## config.mk

```make
export PLATFORM = sky130hd
export DESIGN_NAME = piezo_tone_decoder_flat
export DESIGN_NICKNAME = d
export VERILOG_FILES = /design/src/rtl/piezo_pkg.sv /design/src/rtl/piezo_tone_decoder_if.sv /design/src/rtl/piezo_prd_meas.sv /design/src/rtl/piezo_tone_decoder.sv /design/src/flat_wrapper.sv
export SDC_FILE = /design/constraint.sdc
export NUM_CORES = 1
export LEC_CHECK = 0
export CAP_MARGIN = 5
export CORE_MARGIN = 3
export CORE_UTILIZATION = 60
export CTS_CLUSTER_SIZE = 10
export DETAILED_ROUTE_END_ITERATION = 7
export PLACE_DENSITY = 0.88
export RECOVER_POWER = 100
export SYNTH_ARGS = -nofsm -noshare
export SYNTH_HDL_FRONTEND = slang
export SYNTH_SLANG_ARGS = --single-unit
```

## constraint.sdc

```tcl
create_clock -name clk -period 3.3 [get_ports clk]
set_clock_uncertainty 0.1 [all_clocks]
set_input_delay 0.66 -clock clk [delete_from_list [all_inputs] [get_ports clk]]
set_output_delay 0.66 -clock clk [all_outputs]
set_load 0.02 [all_outputs]
```

## src/rtl/piezo_pkg.sv

```systemverilog
// piezo_pkg: note codes, FSM/tracker state types, nominal note periods and the charge sequence.
// Latency: none (types and constants only).
// Backpressure: none.
package piezo_pkg;

  typedef enum logic [2:0] {
    NONE = 3'd0,
    G6   = 3'd1,
    C7   = 3'd2,
    E7   = 3'd3,
    G7   = 3'd4,
    UNK  = 3'd7
  } note_t;

  typedef enum logic {
    WAIT_EDGE = 1'b0,
    MEAS      = 1'b1
  } fsm_t;

  // Number of charge-sequence notes matched so far.
  typedef enum logic [2:0] {S0, S1, S2, S3, S4, S5, S6} seq_t;

  // Nominal waveform periods in clk cycles at 50 MHz.
  localparam int PRD_G6 = 31887;
  localparam int PRD_C7 = 23889;
  localparam int PRD_E7 = 18961;
  localparam int PRD_G7 = 15944;

  localparam note_t CHARGE_SEQ [6] = '{G6, C7, E7, G7, E7, G7};

  // Note the tracker expects next when it is in state s.
  function automatic note_t exp_note(input seq_t s);
    logic [2:0] idx;
    idx = s;
    return (s == S6) ? NONE : CHARGE_SEQ[idx];
  endfunction

endpackage

```

## src/rtl/piezo_tone_decoder_if.sv

```systemverilog
// piezo_tone_decoder_if: tone waveform pair in, note events and status out.
// Latency: none (wires only).
// Backpressure: none; events are one-cycle pulses the listener must sample.
// Ports: piezo/piezo_n (tone pair), note_vld/note_code/note_prds (note event),
//        fanfare (charge sequence pulse), err (sticky error).
interface piezo_tone_decoder_if;
  import piezo_pkg::*;

  logic        piezo;
  logic        piezo_n;
  logic        note_vld;
  note_t       note_code;
  logic [11:0] note_prds;
  logic        fanfare;
  logic        err;

  // master drives the tone pair, slave is the decoder.
  modport master (output piezo, piezo_n, input note_vld, note_code, note_prds, fanfare, err);
  modport slave  (input piezo, piezo_n, output note_vld, note_code, note_prds, fanfare, err);

endinterface

```

## src/rtl/piezo_prd_meas.sv

```systemverilog
// piezo_prd_meas: piezo rise detect, saturating period counter and note classifier.
// Latency: rise/prd/cls are registered one cycle after the clk edge that first sees piezo high.
// Backpressure: none; free-running observer.
// Ports: clk, rst; piezo in; rise (pulse), prd (period P), cls (class of P), cnt (running counter).
module piezo_prd_meas
  import piezo_pkg::*;
#(
  parameter int TOL    = 128,
  parameter int NOM_G6 = PRD_G6,
  parameter int NOM_C7 = PRD_C7,
  parameter int NOM_E7 = PRD_E7,
  parameter int NOM_G7 = PRD_G7
) (
  input  logic        clk,
  input  logic        rst,
  input  logic        piezo,
  output logic        rise,
  output logic [15:0] prd,
  output note_t       cls,
  output logic [15:0] cnt
);

  logic        prev_q;
  logic        rise_q;
  logic        rise_c;
  logic [15:0] cnt_q;
  logic [15:0] prd_q;
  note_t       cls_q;

  // |p - nom| <= TOL evaluated in 17-bit signed so the difference cannot wrap.
  function automatic logic near(input logic [15:0] p, input int nom);
    logic signed [16:0] d;
    d = $signed({1'b0, p}) - $signed(17'(nom));
    return (d <= $signed(17'(TOL))) && (d >= -$signed(17'(TOL)));
  endfunction

  function automatic note_t classify(input logic [15:0] p);
    if (near(p, NOM_G6)) return G6;
    if (near(p, NOM_C7)) return C7;
    if (near(p, NOM_E7)) return E7;
    if (near(p, NOM_G7)) return G7;
    return UNK;
  endfunction

  assign rise_c = piezo & ~prev_q;

  // The counter restarts at 1 on a rise, so its value at the next rise is
  // exactly the number of cycles between the two rises.
  always_ff @(posedge clk) begin
    if (rst) begin
      prev_q <= 1'b0;
      rise_q <= 1'b0;
      cnt_q  <= '0;
      prd_q  <= '0;
      cls_q  <= NONE;
    end else begin
      prev_q <= piezo;
      rise_q <= rise_c;
      if (rise_c) begin
        cnt_q <= 16'd1;
        prd_q <= cnt_q;
        cls_q <= classify(cnt_q);
      end else if (cnt_q != 16'hFFFF) begin
        cnt_q <= cnt_q + 16'd1;
      end
    end
  end

  assign rise = rise_q;
  assign prd  = prd_q;
  assign cls  = cls_q;
  assign cnt  = cnt_q;

endmodule

```

## src/rtl/piezo_tone_decoder.sv

```systemverilog
// piezo_tone_decoder: groups measured piezo periods into note events and spots the charge fanfare.
// Latency: note_vld two cycles after the clk edge that sees the deciding piezo rise, or one cycle after timeout.
// Backpressure: none; note_vld/fanfare are single-cycle pulses, note_code/note_prds held to the next event.
// Ports: clk, rst (sync, active high); bus (slave modport of piezo_tone_decoder_if).
// Build option PIEZO_CHK_EN: also flag illegal piezo/piezo_n combinations on err.
module piezo_tone_decoder
  import piezo_pkg::*;
#(
  parameter int TOL     = 128,
  parameter int SIL_CYC = 40000,
  parameter int NOM_G6  = PRD_G6,
  parameter int NOM_C7  = PRD_C7,
  parameter int NOM_E7  = PRD_E7,
  parameter int NOM_G7  = PRD_G7
) (
  input  logic                 clk,
  input  logic                 rst,
  piezo_tone_decoder_if.slave  bus
);

  logic        rise;
  note_t       cls;
  logic [15:0] cnt;
  logic [15:0] prd_unused;
  logic        tmo;
  logic        chk_err;

  fsm_t        state_q, state_n;
  note_t       cur_q, cur_n;
  logic [11:0] ncnt_q, ncnt_n;
  seq_t        seq_q, seq_n;
  logic        emit;
  logic        fanfare_n;
  logic        err_n;

  logic        note_vld_q;
  note_t       note_code_q;
  logic [11:0] note_prds_q;
  logic        fanfare_q;
  logic        err_q;

  piezo_prd_meas #(
    .TOL    (TOL),
    .NOM_G6 (NOM_G6),
    .NOM_C7 (NOM_C7),
    .NOM_E7 (NOM_E7),
    .NOM_G7 (NOM_G7)
  ) u_meas (
    .clk   (clk),
    .rst   (rst),
    .piezo (bus.piezo),
    .rise  (rise),
    .prd   (prd_unused),
    .cls   (cls),
    .cnt   (cnt)
  );

  // Silence: counter has run SIL_CYC cycles since the last rise.
  assign tmo = (cnt == 16'(SIL_CYC));

`ifdef PIEZO_CHK_EN
  // zz_q counts consecutive both-low cycles in MEAS; the third one is an error.
  logic [1:0] zz_q, zz_n;
  logic       both_hi, both_lo;

  assign both_hi = bus.piezo & bus.piezo_n;
  assign both_lo = ~bus.piezo & ~bus.piezo_n;

  always_comb begin
    zz_n    = 2'd0;
    chk_err = both_hi;
    if (state_q == MEAS && both_lo) begin
      zz_n = (zz_q == 2'd2) ? zz_q : zz_q + 2'd1;
      if (zz_q == 2'd2) chk_err = 1'b1;
    end
  end

  always_ff @(posedge clk) begin
    if (rst) zz_q <= 2'd0;
    else     zz_q <= zz_n;
  end
`else
  logic unused_piezo_n;
  assign unused_piezo_n = bus.piezo_n;
  assign chk_err        = 1'b0;
`endif

  always_comb begin
    state_n   = state_q;
    cur_n     = cur_q;
    ncnt_n    = ncnt_q;
    seq_n     = seq_q;
    emit      = 1'b0;
    fanfare_n = 1'b0;
    err_n     = err_q | chk_err;

    case (state_q)
      WAIT_EDGE: begin
        // First rise only opens the measurement; its period is meaningless.
        if (rise) begin
          state_n = MEAS;
          cur_n   = NONE;
          ncnt_n  = 12'd0;
        end
      end
      MEAS: begin
        // A rise takes priority over a coincident timeout.
        if (rise) begin
          if (cur_q == NONE) begin
            cur_n  = cls;
            ncnt_n = 12'd1;
          end else if (cls == cur_q) begin
            ncnt_n = (ncnt_q == 12'hFFF) ? ncnt_q : ncnt_q + 12'd1;
          end else begin
            emit   = 1'b1;
            cur_n  = cls;
            ncnt_n = 12'd1;
          end
        end else if (tmo) begin
          emit    = (cur_q != NONE);
          state_n = WAIT_EDGE;
        end
      end
      default: state_n = WAIT_EDGE;
    endcase

    // The emitted event is always (cur_q, ncnt_q).
    if (emit) begin
      if (cur_q == UNK) err_n = 1'b1;
      if (cur_q == exp_note(seq_q)) begin
        if (seq_q == S5) begin
          seq_n     = S0;
          fanfare_n = 1'b1;
        end else begin
          seq_n = seq_t'(seq_q + 3'd1);
        end
      end else begin
        // G6 is the only note that can restart the sequence.
        seq_n = (cur_q == G6) ? S1 : S0;
      end
    end
  end

  always_ff @(posedge clk) begin
    if (rst) begin
      state_q     <= WAIT_EDGE;
      cur_q       <= NONE;
      ncnt_q      <= '0;
      seq_q       <= S0;
      note_vld_q  <= 1'b0;
      note_code_q <= NONE;
      note_prds_q <= '0;
      fanfare_q   <= 1'b0;
      err_q       <= 1'b0;
    end else begin
      state_q    <= state_n;
      cur_q      <= cur_n;
      ncnt_q     <= ncnt_n;
      seq_q      <= seq_n;
      note_vld_q <= emit;
      fanfare_q  <= fanfare_n;
      err_q      <= err_n;
      if (emit) begin
        note_code_q <= cur_q;
        note_prds_q <= ncnt_q;
      end
    end
  end

  assign bus.note_vld  = note_vld_q;
  assign bus.note_code = note_code_q;
  assign bus.note_prds = note_prds_q;
  assign bus.fanfare   = fanfare_q;
  assign bus.err       = err_q;

endmodule

```

## src/flat_wrapper.sv

```systemverilog
// flat-port wrapper written by rule: the top's interface ports become plain ports
module piezo_tone_decoder_flat import piezo_pkg::*;
#(
  parameter int TOL     = 128,
  parameter int SIL_CYC = 40000,
  parameter int NOM_G6  = PRD_G6,
  parameter int NOM_C7  = PRD_C7,
  parameter int NOM_E7  = PRD_E7,
  parameter int NOM_G7  = PRD_G7
)
  (clk, rst, bus_piezo, bus_piezo_n, bus_note_vld, bus_note_code, bus_note_prds, bus_fanfare, bus_err);
  piezo_tone_decoder_if bus_i ();
  input  logic clk;
  input  logic rst;
  input wire logic [$bits(bus_i.piezo)-1:0] bus_piezo;
  input wire logic [$bits(bus_i.piezo_n)-1:0] bus_piezo_n;
  output wire logic [$bits(bus_i.note_vld)-1:0] bus_note_vld;
  output wire logic [$bits(bus_i.note_code)-1:0] bus_note_code;
  output wire logic [$bits(bus_i.note_prds)-1:0] bus_note_prds;
  output wire logic [$bits(bus_i.fanfare)-1:0] bus_fanfare;
  output wire logic [$bits(bus_i.err)-1:0] bus_err;
  assign bus_i.piezo = bus_piezo;
  assign bus_i.piezo_n = bus_piezo_n;
  assign bus_note_vld = bus_i.note_vld;
  assign bus_note_code = bus_i.note_code;
  assign bus_note_prds = bus_i.note_prds;
  assign bus_fanfare = bus_i.fanfare;
  assign bus_err = bus_i.err;
  piezo_tone_decoder #(.TOL(TOL), .SIL_CYC(SIL_CYC), .NOM_G6(NOM_G6), .NOM_C7(NOM_C7), .NOM_E7(NOM_E7), .NOM_G7(NOM_G7)) u_core (.clk(clk), .rst(rst), .bus(bus_i));
endmodule
```

==> flow_metrics.tcl <==
set metrics [dict create \
    cts_hold_buf 0 \
    area_growth_syn_to_layout_pct 13.42 \
    ys.warnings.count 0 \
    synth.area.top_cells "dfxtp_1, nor2_1, xnor2_1" \
    num-fill-cells 437 \
    multi_input_area_um2 2401 \
    drtIter0Drc 414 \
    synth_fp_nets 505 \
    drive_gt1_frac 0.06786 \
    htreeDepth 3 \
    maxCapViolCount 0 \
    routed_via_density 6.347 \
    ys_ff_latch 58 \
    cts_buffer_depth 2 \
    ff_latch_area_um2 1161 \
    cts_resized 0 \
    path_class "register to register" \
    slew_viol_final 0 \
    overflow 0 \
    period_share 0.9212 \
    p_leak_nw 1.669 \
    crit_top_cell "o31a_1" \
    critPathMaxStageDelay_ps 550 \
    startpoint_type "register" \
    grt_use_total 0.2721 \
    die_area_um2 7263 \
    clkTransAtPathRegs_ps 70 \
    io_buffer_count 20 \
    async_flop_share 0 \
    routed_wl_mm 9.665 \
    rsz0062_at_grt "false" \
    io_pins 22 \
    clock_latency_ps 340 \
    netlist_instances 489 \
    first_pass_iters 6 \
    ant_nets 0 \
    die_w_um 85.23 \
    cp.required_ps 3430 \
    synth_edf_count 0 \
    cts_setup_buffers 0 \
    setup_violations 0 \
    core-area_um2 5991 \
    cts_tree "done" \
    cp-end-kind "register" \
    grt_pass1_wl_mm 16.08 \
    fmax_mhz 328.9 \
    gp_congestion 0.9516 \
    ys_top_cells_by_count "nor2_1, dfxtp_1, a21oi_1, nand2_1, clkbuf_1" \
    wl_per_cell_um 16.78 \
    fin_nets 512 \
    hold_viol 0 \
    ir_worst_vdd_v 0.0005389 \
    hpwl_mm 6.532 \
    root_buffer "clkbuf_8" \
    initial_core_util 0.6287 \
    path_cells "inv_1 -> ha_1 -> o31a_1 -> o31a_1 -> o311ai_2 -> a31oi_1 -> or4b_1 -> o32a_1 -> a32o_1" \
    synth_cell_types 63 \
    synth_area_leader_cell "dfxtp_1" \
    die_y_um 85.23 \
    finalSetupTns_ps 0 \
    crit_path_max_fanout 9 \
    hp-class "register to register" \
    grt_max_degree 25 \
    grt_pass1_vias 3235 \
    num_rows 28 \
    status "finished clean" \
    antenna_found_initial 0 \
    maxSlewHeadroom 0.2691 \
    diodes 0 \
    ys_seq_area_frac 0.3083 \
    syn_area_um2 3766 \
    crit_slowest_cell "or4b_1" \
    power_density_nw_per_um2 373.9 \
    worstMarginPinSlew_ps 1096 \
    clock-sinks 58 \
    synth_top_area_frac 0.3083 \
    syn-mean-instance-area_um2 7.702 \
    critical_path_arrival_ps 3170 \
    synth.most_common_cell "nor2_1" \
    ys.flop_type "dfxtp_1" \
    cts_inserted_buffers 9 \
    drc 0 \
    whs_ps 379.7 \
    fin_crit_ps 3040 \
    vias 3656 \
]
## state kept, by name, summed over array words and instances, names as in the netlist
name                  flops
u_core.bus.err            1
u_core.bus.fanfare        1
u_core.bus.note_code      3
u_core.bus.note_prds     12
u_core.bus.note_vld       1
u_core.cur_q              3
u_core.ncnt_q            12
u_core.seq_q              3
u_core.state_q            1
u_core.u_meas.cls         3
u_core.u_meas.cnt        16
u_core.u_meas.prev_q      1
u_core.u_meas.rise        1
## kinds of logic (layout without fill, tap and decap cells)
| logic type | after synthesis | in the layout | share of synthesized area |
|---|---|---|---|
| and+or+nand+nor | 200 | 200 | 0.2585 |
| AOI/OAI and AO/OA | 106 | 106 | 0.1894 |
| DFF | 58 | 58 | 0.3083 |
| buffers and inverters | 52 | 64 | 0.05415 |
| xor gates and xnor gates | 39 | 39 | 0.09070 |
| muxes | 20 | 20 | 0.05382 |
| adders and majority gates | 14 | 14 | 0.04518 |
## critical path: cells and delay by family (launching register included)
kind	cells	cell delay, ps
AOI/OAI and AO/OA	6	1430
and+or+nand+nor	1	550
buffers and inverters	1	150
adders and majority gates	1	220
DFF	1	480
## area by class of cell
cell class / count / area share
Multi-Input combinational cell: 379 / 0.5621
Sequential cell: 58 / 0.2718
Timing Repair Buffer: 34 / 0.07352
Clock inverter: 7 / 0.02929
Clock buffer: 9 / 0.02900
Tap cell: 75 / 0.02197
Inverter: 14 / 0.01230
## stage by stage
step	setup slack (ps)	power (mW)	std cells	area [um^2]	util
floorplan	330.5	0.7803	489	3766	-
global placement	412.7	0.7911	560	4030	0.6727
detailed placement	336.6	0.7942	560	4030	0.6727
CTS	319.6	1.604	576	4279	0.7143
global route	106.7	1.640	576	4272	0.7130
finish	260.0	1.597	576	4272	0.7130
## final timing paths
path | cells past startpoint | from | slack, ps | end
worst max register to register | 9 | u_core.u_meas.cnt[3] | 260 | u_core.u_meas.cls[2]
worst min register to register | 2 | u_core.bus.err | 380 | u_core.bus.err
worst min-delay path | 2 | u_core.bus.err | 380 | u_core.bus.err
worst max-delay path | 9 | u_core.u_meas.cnt[3] | 260 | u_core.u_meas.cls[2]
## routing by layer
layer,track usage,share of wire,up-vias
li1,-,-,1762
met3,0.05825,0.073,16
met5,0,0,-
met1,0.3817,0.44,1718
met4,0.07194,0.013,0
met2,0.4258,0.47,160
## cell usage in the layout, fill, tap and decap left out, drive strengths merged, types with 5 or more instances in the layout
cell         synthesis  layout
ha                  12      12
buf                  6      13
nand4               13      13
nor2                72      72
o31ai                5       5
xor2                15      15
and3                 5       5
a31oi                6       6
a21oi               34      34
nand2b              11      11
dlygate4sd3          0      19
nor2b                5       5
xnor2               24      24
mux2i               18      18
o21ai               16      16
nor3                12      12
inv                 13      14
nand2               34      34
dfxtp               58      58
nand3               20      20
clkbuf              32      10
## power breakdown
| part | switching [mW] | internal [mW] | total, mW |
|---|---|---|---|
| sequential | 0.0147 | 0.708 | 0.722 |
| clock | 0.310 | 0.508 | 0.818 |
| combinational | 0.0367 | 0.0206 | 0.0573 |
| total | 0.361 | 1.24 | 1.60 |
Note: power is estimated with default switching activity, not from simulation.
